`src/rtl/prv664_iscoreboard_if.sv`:
```
// prv664_iscoreboard_if
//   Signal bundle between dispatch / writeback and the integer-register
//   scoreboard. clk_i and arst_i are kept as plain ports on the scoreboard.
//   master : drives flush, the two dispatch update slots and the NWB
//            writeback ports; observes the scoreboard state.
//   slave  : the scoreboard itself.
//   Signals:
//     flush_i                          clear every entry
//     upd{0,1}_write_i/_rdindex_i/_itag_i  dispatch set ports (slot 1 younger)
//     wb_valid_i/_rdindex_i/_itag_i    flattened writeback ports, port k = slice k
//     busy_o, id_o                     per-register busy flag / stored itag
//     busy_cnt_o, empty_o              busy popcount / nothing in flight
interface prv664_iscoreboard_if #(
  parameter int NREG   = 32,
  parameter int ITAG_W = 8,
  parameter int NWB    = 2
);
  localparam int IDX_W = $clog2(NREG);

  logic                     flush_i;
  logic                     upd0_write_i;
  logic [IDX_W-1:0]         upd0_rdindex_i;
  logic [ITAG_W-1:0]        upd0_itag_i;
  logic                     upd1_write_i;
  logic [IDX_W-1:0]         upd1_rdindex_i;
  logic [ITAG_W-1:0]        upd1_itag_i;
  logic [NWB-1:0]           wb_valid_i;
  logic [NWB*IDX_W-1:0]     wb_rdindex_i;
  logic [NWB*ITAG_W-1:0]    wb_itag_i;
  logic [NREG-1:0]          busy_o;
  logic [NREG*ITAG_W-1:0]   id_o;
  logic [IDX_W:0]           busy_cnt_o;
  logic                     empty_o;

  modport master (
    output flush_i,
    output upd0_write_i, upd0_rdindex_i, upd0_itag_i,
    output upd1_write_i, upd1_rdindex_i, upd1_itag_i,
    output wb_valid_i, wb_rdindex_i, wb_itag_i,
    input  busy_o, id_o, busy_cnt_o, empty_o
  );

  modport slave (
    input  flush_i,
    input  upd0_write_i, upd0_rdindex_i, upd0_itag_i,
    input  upd1_write_i, upd1_rdindex_i, upd1_itag_i,
    input  wb_valid_i, wb_rdindex_i, wb_itag_i,
    output busy_o, id_o, busy_cnt_o, empty_o
  );
endinterface

```
`src/rtl/prv664_iscoreboard.sv`:
```
// prv664_iscoreboard
//   Integer-register scoreboard for the dispatch stage. Each register holds a
//   busy bit and the itag of its youngest in-flight writer. Dispatch sets
//   entries through two update ports; writebacks clear an entry only when
//   their itag matches the stored one, so stale completions never clear a
//   younger writer. Register 0 is hard-wired to not-busy / itag 0.
//   Ports:
//     clk_i   clock, rising edge
//     arst_i  asynchronous active-low reset
//     sb      prv664_iscoreboard_if.slave (updates, writebacks, state outputs)
//   Optional feature macro: ISB_WB_BYPASS_EN
//     defined   -> busy_o masks bits being cleared by a matching writeback
//                  in the current cycle (unless an update also targets them)
//     undefined -> busy_o is the registered busy vector
module prv664_iscoreboard #(
  parameter int NREG   = 32,
  parameter int ITAG_W = 8,
  parameter int NWB    = 2
) (
  input  logic                  clk_i,
  input  logic                  arst_i,
  prv664_iscoreboard_if.slave   sb
);
  localparam int IDX_W = $clog2(NREG);
  localparam int CNT_W = IDX_W + 1;

  logic [NREG-1:0]   busy_q;
  logic [NREG-1:0]   busy_d;
  logic [NREG-1:0]   upd0_hit;
  logic [NREG-1:0]   upd1_hit;
  logic [NREG-1:0]   wb_clr;
  logic [ITAG_W-1:0] itag_q [NREG];
  logic [ITAG_W-1:0] itag_d [NREG];
  logic [CNT_W-1:0]  busy_cnt;

  function automatic logic [CNT_W-1:0] popcount(input logic [NREG-1:0] v);
    logic [CNT_W-1:0] cnt;
    cnt = '0;
    for (int i = 0; i < NREG; i++) cnt = cnt + CNT_W'(v[i]);
    return cnt;
  endfunction

  // Next-state: flush > younger update > older update > matching writeback.
  always_comb begin
    busy_d   = busy_q;
    upd0_hit = '0;
    upd1_hit = '0;
    wb_clr   = '0;
    for (int r = 0; r < NREG; r++) itag_d[r] = itag_q[r];

    for (int r = 1; r < NREG; r++) begin
      upd0_hit[r] = sb.upd0_write_i && (sb.upd0_rdindex_i == IDX_W'(r));
      upd1_hit[r] = sb.upd1_write_i && (sb.upd1_rdindex_i == IDX_W'(r));
      // Several ports hitting the same register simply OR together.
      for (int k = 0; k < NWB; k++) begin
        if (sb.wb_valid_i[k] &&
            (sb.wb_rdindex_i[k*IDX_W +: IDX_W] == IDX_W'(r)) &&
            (sb.wb_itag_i[k*ITAG_W +: ITAG_W] == itag_q[r]) &&
            busy_q[r])
          wb_clr[r] = 1'b1;
      end

      if (sb.flush_i) begin
        busy_d[r] = 1'b0;
        itag_d[r] = '0;
      end else if (upd1_hit[r]) begin
        busy_d[r] = 1'b1;
        itag_d[r] = sb.upd1_itag_i;
      end else if (upd0_hit[r]) begin
        busy_d[r] = 1'b1;
        itag_d[r] = sb.upd0_itag_i;
      end else if (wb_clr[r]) begin
        busy_d[r] = 1'b0;
      end
    end

    // Register 0 is constant regardless of any write to it.
    busy_d[0] = 1'b0;
    itag_d[0] = '0;
  end

  // State register stage
  always_ff @(posedge clk_i or negedge arst_i) begin
    if (!arst_i) begin
      busy_q <= '0;
      for (int r = 0; r < NREG; r++) itag_q[r] <= '0;
    end else begin
      busy_q <= busy_d;
      for (int r = 0; r < NREG; r++) itag_q[r] <= itag_d[r];
    end
  end

  // Outputs are derived from registered state only (busy_o bypass aside).
  always_comb begin
    sb.id_o = '0;
    for (int r = 0; r < NREG; r++) sb.id_o[r*ITAG_W +: ITAG_W] = itag_q[r];
  end

  assign busy_cnt      = popcount(busy_q);
  assign sb.busy_cnt_o = busy_cnt;
  assign sb.empty_o    = (busy_cnt == '0);

`ifdef ISB_WB_BYPASS_EN
  // A same-cycle update re-arms the entry, so it must not be masked.
  assign sb.busy_o = busy_q & ~(wb_clr & ~(upd0_hit | upd1_hit));
`else
  assign sb.busy_o = busy_q;
`endif

endmodule
```
`src/flat_wrapper.sv`:
```
// flat-port wrapper written by rule: the top's interface ports become plain ports
module prv664_iscoreboard_flat 
#(
  parameter int NREG   = 32,
  parameter int ITAG_W = 8,
  parameter int NWB    = 2
)
  (clk_i, arst_i, sb_flush_i, sb_upd0_write_i, sb_upd0_rdindex_i, sb_upd0_itag_i, sb_upd1_write_i, sb_upd1_rdindex_i, sb_upd1_itag_i, sb_wb_valid_i, sb_wb_rdindex_i, sb_wb_itag_i, sb_busy_o, sb_id_o, sb_busy_cnt_o, sb_empty_o);
  prv664_iscoreboard_if #(.NREG(NREG), .ITAG_W(ITAG_W), .NWB(NWB)) sb_i ();
  input  logic clk_i;
  input  logic arst_i;
  input wire logic [$bits(sb_i.flush_i)-1:0] sb_flush_i;
  input wire logic [$bits(sb_i.upd0_write_i)-1:0] sb_upd0_write_i;
  input wire logic [$bits(sb_i.upd0_rdindex_i)-1:0] sb_upd0_rdindex_i;
  input wire logic [$bits(sb_i.upd0_itag_i)-1:0] sb_upd0_itag_i;
  input wire logic [$bits(sb_i.upd1_write_i)-1:0] sb_upd1_write_i;
  input wire logic [$bits(sb_i.upd1_rdindex_i)-1:0] sb_upd1_rdindex_i;
  input wire logic [$bits(sb_i.upd1_itag_i)-1:0] sb_upd1_itag_i;
  input wire logic [$bits(sb_i.wb_valid_i)-1:0] sb_wb_valid_i;
  input wire logic [$bits(sb_i.wb_rdindex_i)-1:0] sb_wb_rdindex_i;
  input wire logic [$bits(sb_i.wb_itag_i)-1:0] sb_wb_itag_i;
  output wire logic [$bits(sb_i.busy_o)-1:0] sb_busy_o;
  output wire logic [$bits(sb_i.id_o)-1:0] sb_id_o;
  output wire logic [$bits(sb_i.busy_cnt_o)-1:0] sb_busy_cnt_o;
  output wire logic [$bits(sb_i.empty_o)-1:0] sb_empty_o;
  assign sb_i.flush_i = sb_flush_i;
  assign sb_i.upd0_write_i = sb_upd0_write_i;
  assign sb_i.upd0_rdindex_i = sb_upd0_rdindex_i;
  assign sb_i.upd0_itag_i = sb_upd0_itag_i;
  assign sb_i.upd1_write_i = sb_upd1_write_i;
  assign sb_i.upd1_rdindex_i = sb_upd1_rdindex_i;
  assign sb_i.upd1_itag_i = sb_upd1_itag_i;
  assign sb_i.wb_valid_i = sb_wb_valid_i;
  assign sb_i.wb_rdindex_i = sb_wb_rdindex_i;
  assign sb_i.wb_itag_i = sb_wb_itag_i;
  assign sb_busy_o = sb_i.busy_o;
  assign sb_id_o = sb_i.id_o;
  assign sb_busy_cnt_o = sb_i.busy_cnt_o;
  assign sb_empty_o = sb_i.empty_o;
  prv664_iscoreboard #(.NREG(NREG), .ITAG_W(ITAG_W), .NWB(NWB)) u_core (.clk_i(clk_i), .arst_i(arst_i), .sb(sb_i));
endmodule
```
`config.mk`:
```
export PLATFORM = sky130hd
export DESIGN_NAME = prv664_iscoreboard_flat
export DESIGN_NICKNAME = d
export VERILOG_FILES = /design/src/rtl/prv664_iscoreboard_if.sv /design/src/rtl/prv664_iscoreboard.sv /design/src/flat_wrapper.sv
export SDC_FILE = /design/constraint.sdc
export NUM_CORES = 1
export LEC_CHECK = 0
export ABC_AREA = 0
export ABC_CLOCK_PERIOD_IN_PS = 5500
export CORE_MARGIN = 3
export CORE_UTILIZATION = 30
export CTS_BUF_LIST = sky130_fd_sc_hd__clkbuf_4
export DETAILED_ROUTE_END_ITERATION = 16
export DONT_BUFFER_PORTS = 1
export GPL_TIMING_DRIVEN = 0
export SLEW_MARGIN = 20
export SYNTH_ARGS = -nofsm -noshare
export SYNTH_HDL_FRONTEND = slang
export SYNTH_SLANG_ARGS = --single-unit
```
`constraint.sdc`:
```
create_clock -name clk_i -period 5.5 [get_ports clk_i]
set_input_delay 1.1 -clock clk_i [delete_from_list [all_inputs] [get_ports clk_i]]
set_output_delay 1.1 -clock clk_i [all_outputs]
set_load 0.05 [all_outputs]
```
# Yosys cells after proc, flatten, opt, wreduce, memory -nomap -nowiden
# Index checks and enable logic that the tools add are counted.
word_totals:
  word_cells: 868
  out_inout_bits: 295
  input_bits: 59
  ff_bits: 279
op_classes:
  eq_ne: 186
  reduce_logical: 311
  addsub: 30
  muxes: 279
ops:
  columns: ["cell", "count"]
  rows:
  - ["$mux 8", 93]
  - ["$eq 8x8->1", 62]
  - ["$eq 5x5->1 const B", 64]
  - ["$logic_and 1x1->1", 248]
  - ["$mux 1", 186]
  - ["$add 6x1->6", 29]
  - ["$eq 5x4->1 const B", 32]
  - ["$reduce_bool 4->1", 31]
  - ["$reduce_bool 3->1", 31]
  - ["$eq 5x3->1 const B", 16]
  - ["$eq 5x2->1 const B", 8]
  - ["$eq 5x1->1 const B", 4]
  - ["$logic_not 6->1", 1]
  - ["$add 1x1->2", 1]

# Longest topological paths before layout
depth:
  word_depth: 31
  ltp_mapped: 19
  mapped_depth_nobuf: 19

# Worst setup path before layout
# OpenSTA, ideal clock, no wires.
synth_path:
  path_kind: "reg-to-output"
  from: "register u_core.busy_q[1], in the netlist u_core.sb.busy_o[1]"
  to: "output sb_empty_o"
  path_buffers: 0
  arrival_time_ps: 6877
  slack_ps: -2477
  stages_incl_launch_ff: 20
  path_cell_list: "dfrtp_1 -> ha_1 -> inv_1 -> fa_1 -> inv_1 -> fa_1 -> fa_1 -> fa_1 -> fa_1 -> inv_1 -> fa_1 -> inv_1 -> ha_1 -> inv_1 -> fa_1 -> inv_1 -> a21o_1 -> a21oi_1 -> xnor2_1 -> nor4b_1"
synth_via:
  elab_chain_len: 31
synth_rtl:
  columns: ["item", "line_no", "rtl"]
  rows:
  - ["start: declaration", "prv664_iscoreboard.sv:27", "logic [NREG-1:0] busy_q;"]
  - ["start signal: assignment", "prv664_iscoreboard.sv:88", "busy_q <= busy_d;"]
  - ["$add 1x1->2", "prv664_iscoreboard.sv:39", "for (int i = 0; i < NREG; i++) cnt = cnt + CNT_W'(v[i]);"]
  - ["$add 6x1->6 (29 in series)", "prv664_iscoreboard.sv:39", null]
  - ["named net sb_busy_cnt_o[4]", "flat_wrapper.sv:24", "output wire logic [$bits(sb_i.busy_cnt_o)-1:0] sb_busy_cnt_o;"]
  - ["$logic_not 6->1", "prv664_iscoreboard.sv:101", "assign sb.empty_o = (busy_cnt == '0);"]
  - ["end: declaration", "flat_wrapper.sv:25", "output wire logic [$bits(sb_i.empty_o)-1:0] sb_empty_o;"]
# The timed path passes the listed nets, and every way through them passes these cells.

# Worst setup path in the final report
layout_path:
  from: "register u_core.busy_q[17], in the netlist u_core.sb.busy_o[17]"
  to: "output sb_empty_o"
layout_via:
  elab_chain_len: 16
layout_rtl:
  columns: ["item", "line_no"]
  rows:
  - ["$add 6x1->6 (15 in series)", "prv664_iscoreboard.sv:39"]
  - ["named net sb_busy_cnt_o[1]", "flat_wrapper.sv:24"]
  - ["$logic_not 6->1", "prv664_iscoreboard.sv:101"]
# The timed path passes the listed nets, and every way through them passes these cells.

==> flow_summary.json <==
{
  "fin_area_um2": 22600,
  "pwr-share-comb_pct": 19.6,
  "drt_wl_cell_um": 35.5,
  "met1Wirelength_mm": 37.7,
  "htree_levels": 3,
  "vias": 19400,
  "timing.critical_path.fanout_max": 3,
  "netlist-cell-type-count": 49,
  "timing.critical_path.to_type": "output port",
  "remaining_drc_errors": 0,
  "placement.cell_area_um2": 21400,
  "count_of_flip_flops_with_a_built_in_enable_after_synthesis": 0,
  "power_switching_mw": 1.97,
  "detail_route.first_pass.iterations": 6,
  "grt_use_total_pct": 31.4,
  "cts.reportedPaths.clkPinSlew_ns": 0.08,
  "initial_core_util_pct": 30.5,
  "postSynthRegisterBits": 279,
  "standard_cell_with_the_maximum_stage_delay_on_the_critical_path": "dfrtp_1",
  "cts.path.max_buffers": 3,
  "boundaryPins": 354,
  "antenna_found_initial": 10,
  "crit_type": "flop to output port",
  "seq_area_frac_synth_pct": 34.7,
  "dpl_cells": 3070,
  "critPathMostFrequentCell": "fa_1",
  "gpl.final_weighted_congestion": 0.990,
  "worst_pin_slew_ns": 1.36,
  "power.clock.fraction_pct": 38.3,
  "vdd_drop_max_mv": 0.115,
  "width_of_the_chip_um": 265,
  "failed_checks": "negative setup slack",
  "timing.max_slew.rel_slack_pct": 8.74,
  "seqCellArea_um2": 7000,
  "maxClockFrequency_mhz": 129,
  "die-height_um": 265,
  "placement.io_buffers": 0,
  "wirelength_mm": 115,
  "finalClockSkew_ns": 0.0532,
  "syn_area_um2": 20100,
  "final_max_slew_viol_count": 0,
  "dpl_hpwl_mm": 80.8,
  "total_of_endpoints_with_negative_setup_slack_in_the_final_report": 7,
  "detailedRoute.firstIterationViolations": 2804,
  "largest_net_degree_at_the_start_of_global_routing": 280,
  "sequentialPowerShare_pct": 42.1,
  "clock_sink_count": 279,
  "rows": 94,
  "syn_area_per_cell_um2": 9.18,
  "final_cells": 3231,
  "report.final.hold_viol_count": 0,
  "finalWorstSetupSlack_ns": -2.28,
  "cts_made_buffers": 82,
  "cp.required_ns": 4.40,
  "coreArea_um2": 66100,
  "critical_path.reg2reg.endpoint": "u_core.sb.busy_o[13]",
  "routed.top_layer": "met5",
  "leakagePower_nw": 9.65,
  "slowest_delay_ns": 0.95,
  "outcome": "finished, violations left",
  "synth_ff_type": "dfrtp_1",
  "critical_path.startpoint_type": "flop",
  "post_route_cells_drive_above_1_share_pct": 12.1,
  "area_delta_synth_final_pct": 12.2,
  "clock_insertion_delay_at_the_later_pin_of_the_skew_report_ns": 0.88,
  "arrival_ns": 6.68,
  "crit_chain": "fa_1 > fa_1 > fa_1 > fa_1 > fa_1 > inv_1 > fa_1 > inv_2 > ha_4 > inv_2 > fa_2 > clkinvlp_4 > nor3_2 > nor4b_4",
  "vias_per_cell": 6.00,
  "max_cap_violations": 0,
  "synthesis.instances": 2195,
  "bufs_and_invs_on_worst_path": 4,
  "antenna_violating_nets_post_route": 0,
  "post-route-min-period_ns": 7.78,
  "timing.hold.worst.class": "input port to async pin",
  "cell_internal_pwr_mw": 3.41,
  "n_fill_cell": 6910,
  "asyncSetResetFlopFracSynth_pct": 100,
  "gr-total-overflow": 0,
  "routed-wl-met2_mm": 47.6,
  "min_period_over_period_pct": 141,
  "cellPowerDensity_nw_per_um2": 238,
  "first_global_vias": 18100,
  "finish.net_count": 2387,
  "clk_root_buffer_cell": "clkbuf_4",
  "route.met3.wl_mm": 20.8,
  "reg2reg_depth": 5,
  "switching_share_pct": 36.6,
  "multi_input_comb_area_um2": 12500,
  "regToRegStartpoint": "u_core.sb.id_o[108]",
  "cts_tree": "done",
  "cp_top_delay_family": "adder cells",
  "rsz0062_at_grt": "true",
  "die-area_um2": 70300,
  "reg2reg_setup_slack_ns": 3.45,
  "wire_length_of_the_first_global_routing_pass_mm": 153,
  "yosysWarningCount": 0
}
## final cells by class
cell class	instances	share of cell area (%)
clock buffer	126	4.18
multi-input combinational	1733	55.1
inverter	32	0.548
clock inverter	19	0.326
timing repair buffer	9	0.575
antenna	10	0.111
sequential	279	30.9
buffer	159	3.42
tap	864	4.78
## placed cells by master (no fill, tap or decap), types with 16 or more instances in the layout
cell / n
o22ai_1: 26
xor2_1: 301
clkbuf_1: 77
clkbuf_4: 126
nand2_1: 297
nor2_2: 16
clkinv_1: 16
buf_4: 20
nor2_1: 33
nand3_1: 36
buf_2: 55
fa_1: 22
mux2i_1: 248
o21ai_0: 266
or4_1: 21
inv_1: 26
nand4_1: 61
nor4_1: 83
xnor2_1: 195
dfrtp_1: 269
## power groups by stage
stage                     sequential, mW  combinational [mW]  clock [mW]
after floorplan                     2.26               0.620           0
after global placement              2.30               0.929           0
after detailed placement            2.30               0.941           0
after CTS                           2.27               0.960        2.06
after global routing                2.27                1.08        2.17
final                               2.27                1.05        2.06
## metal layers
metal | up-vias | global-route usage, %
met5 | - | 0
met4 | 14 | 20.1
met3 | 476 | 20.6
met2 | 1644 | 45.5
met1 | 9415 | 33.7
li1 | 7832 | -
## metrics by stage
step	utilization, %	total power [mW]	TNS, ns	hold slack (ns)	setup WS [ns]
floorplan	-	2.88	-3.24	0.685	-1.09
global placement	32.3	3.23	-5.78	0.742	-1.51
detailed placement	32.4	3.24	-5.85	0.743	-1.57
CTS	34.0	5.28	-10.78	-0.0688	-2.31
global route	34.2	5.52	-11.27	0.173	-2.36
finish	34.2	5.38	-10.71	0.117	-2.28
## Yosys cell counts, drive strengths merged (26+ instances only)
cell    instances  area [µm²]
nand3          36         180
o21ai         279        1400
nand2         297        1110
nor2           52         258
xor2          301        2640
dfrtp         279        6980
clkbuf         79         297
mux2i         248        2480
buf            80         474
xnor2         198        1730
nor4           83         519
o22ai          26         163
inv            32         120
nand4          61         382
## flip-flops by register name, indices dropped and copies added (netlist names)
register	count
u_core.sb.busy_o	31
u_core.sb.id_o	248
## cell families after synthesis
group	after synthesis	share of synthesized area (%)
fa+ha+maj	32	2.84
flops	279	34.7
compound gates	328	8.69
xor+xnor	499	21.7
other cells	1	0.0186
buf+inv	191	4.42
mux	248	12.3
simple gates	617	15.4
## what timing repair did
item,CTS,global route
setup buffers,1,2
hold endpoints to repair,279,176
endpoints found under the setup margin,7,7
pin swaps,3,3
resized for setup,20,3
## worst reg2reg max path, delay by kind of cell (launching register included)
family | cells | cell delay (ns)
AND/OR/NAND/NOR | 3 | 0.81
AO/OA/AOI/OAI | 1 | 0.12
flip-flops | 1 | 0.81
XOR/XNOR | 1 | 0.14
## worst max-delay path by stage
stage                          from         end  slack, ns  cells past startpoint
6_report       u_core.sb.busy_o[17]  sb_empty_o      -2.28                     14
5_1_grt         u_core.sb.busy_o[1]  sb_empty_o      -2.36                     17
3_5_place_dp    u_core.sb.busy_o[3]  sb_empty_o      -1.57                     16
3_3_place_gp    u_core.sb.busy_o[3]  sb_empty_o      -1.51                     16
4_1_cts         u_core.sb.busy_o[1]  sb_empty_o      -2.31                     17
2_1_floorplan   u_core.sb.busy_o[2]  sb_empty_o      -1.09                     17
Power figures use the tool's default switching activity.
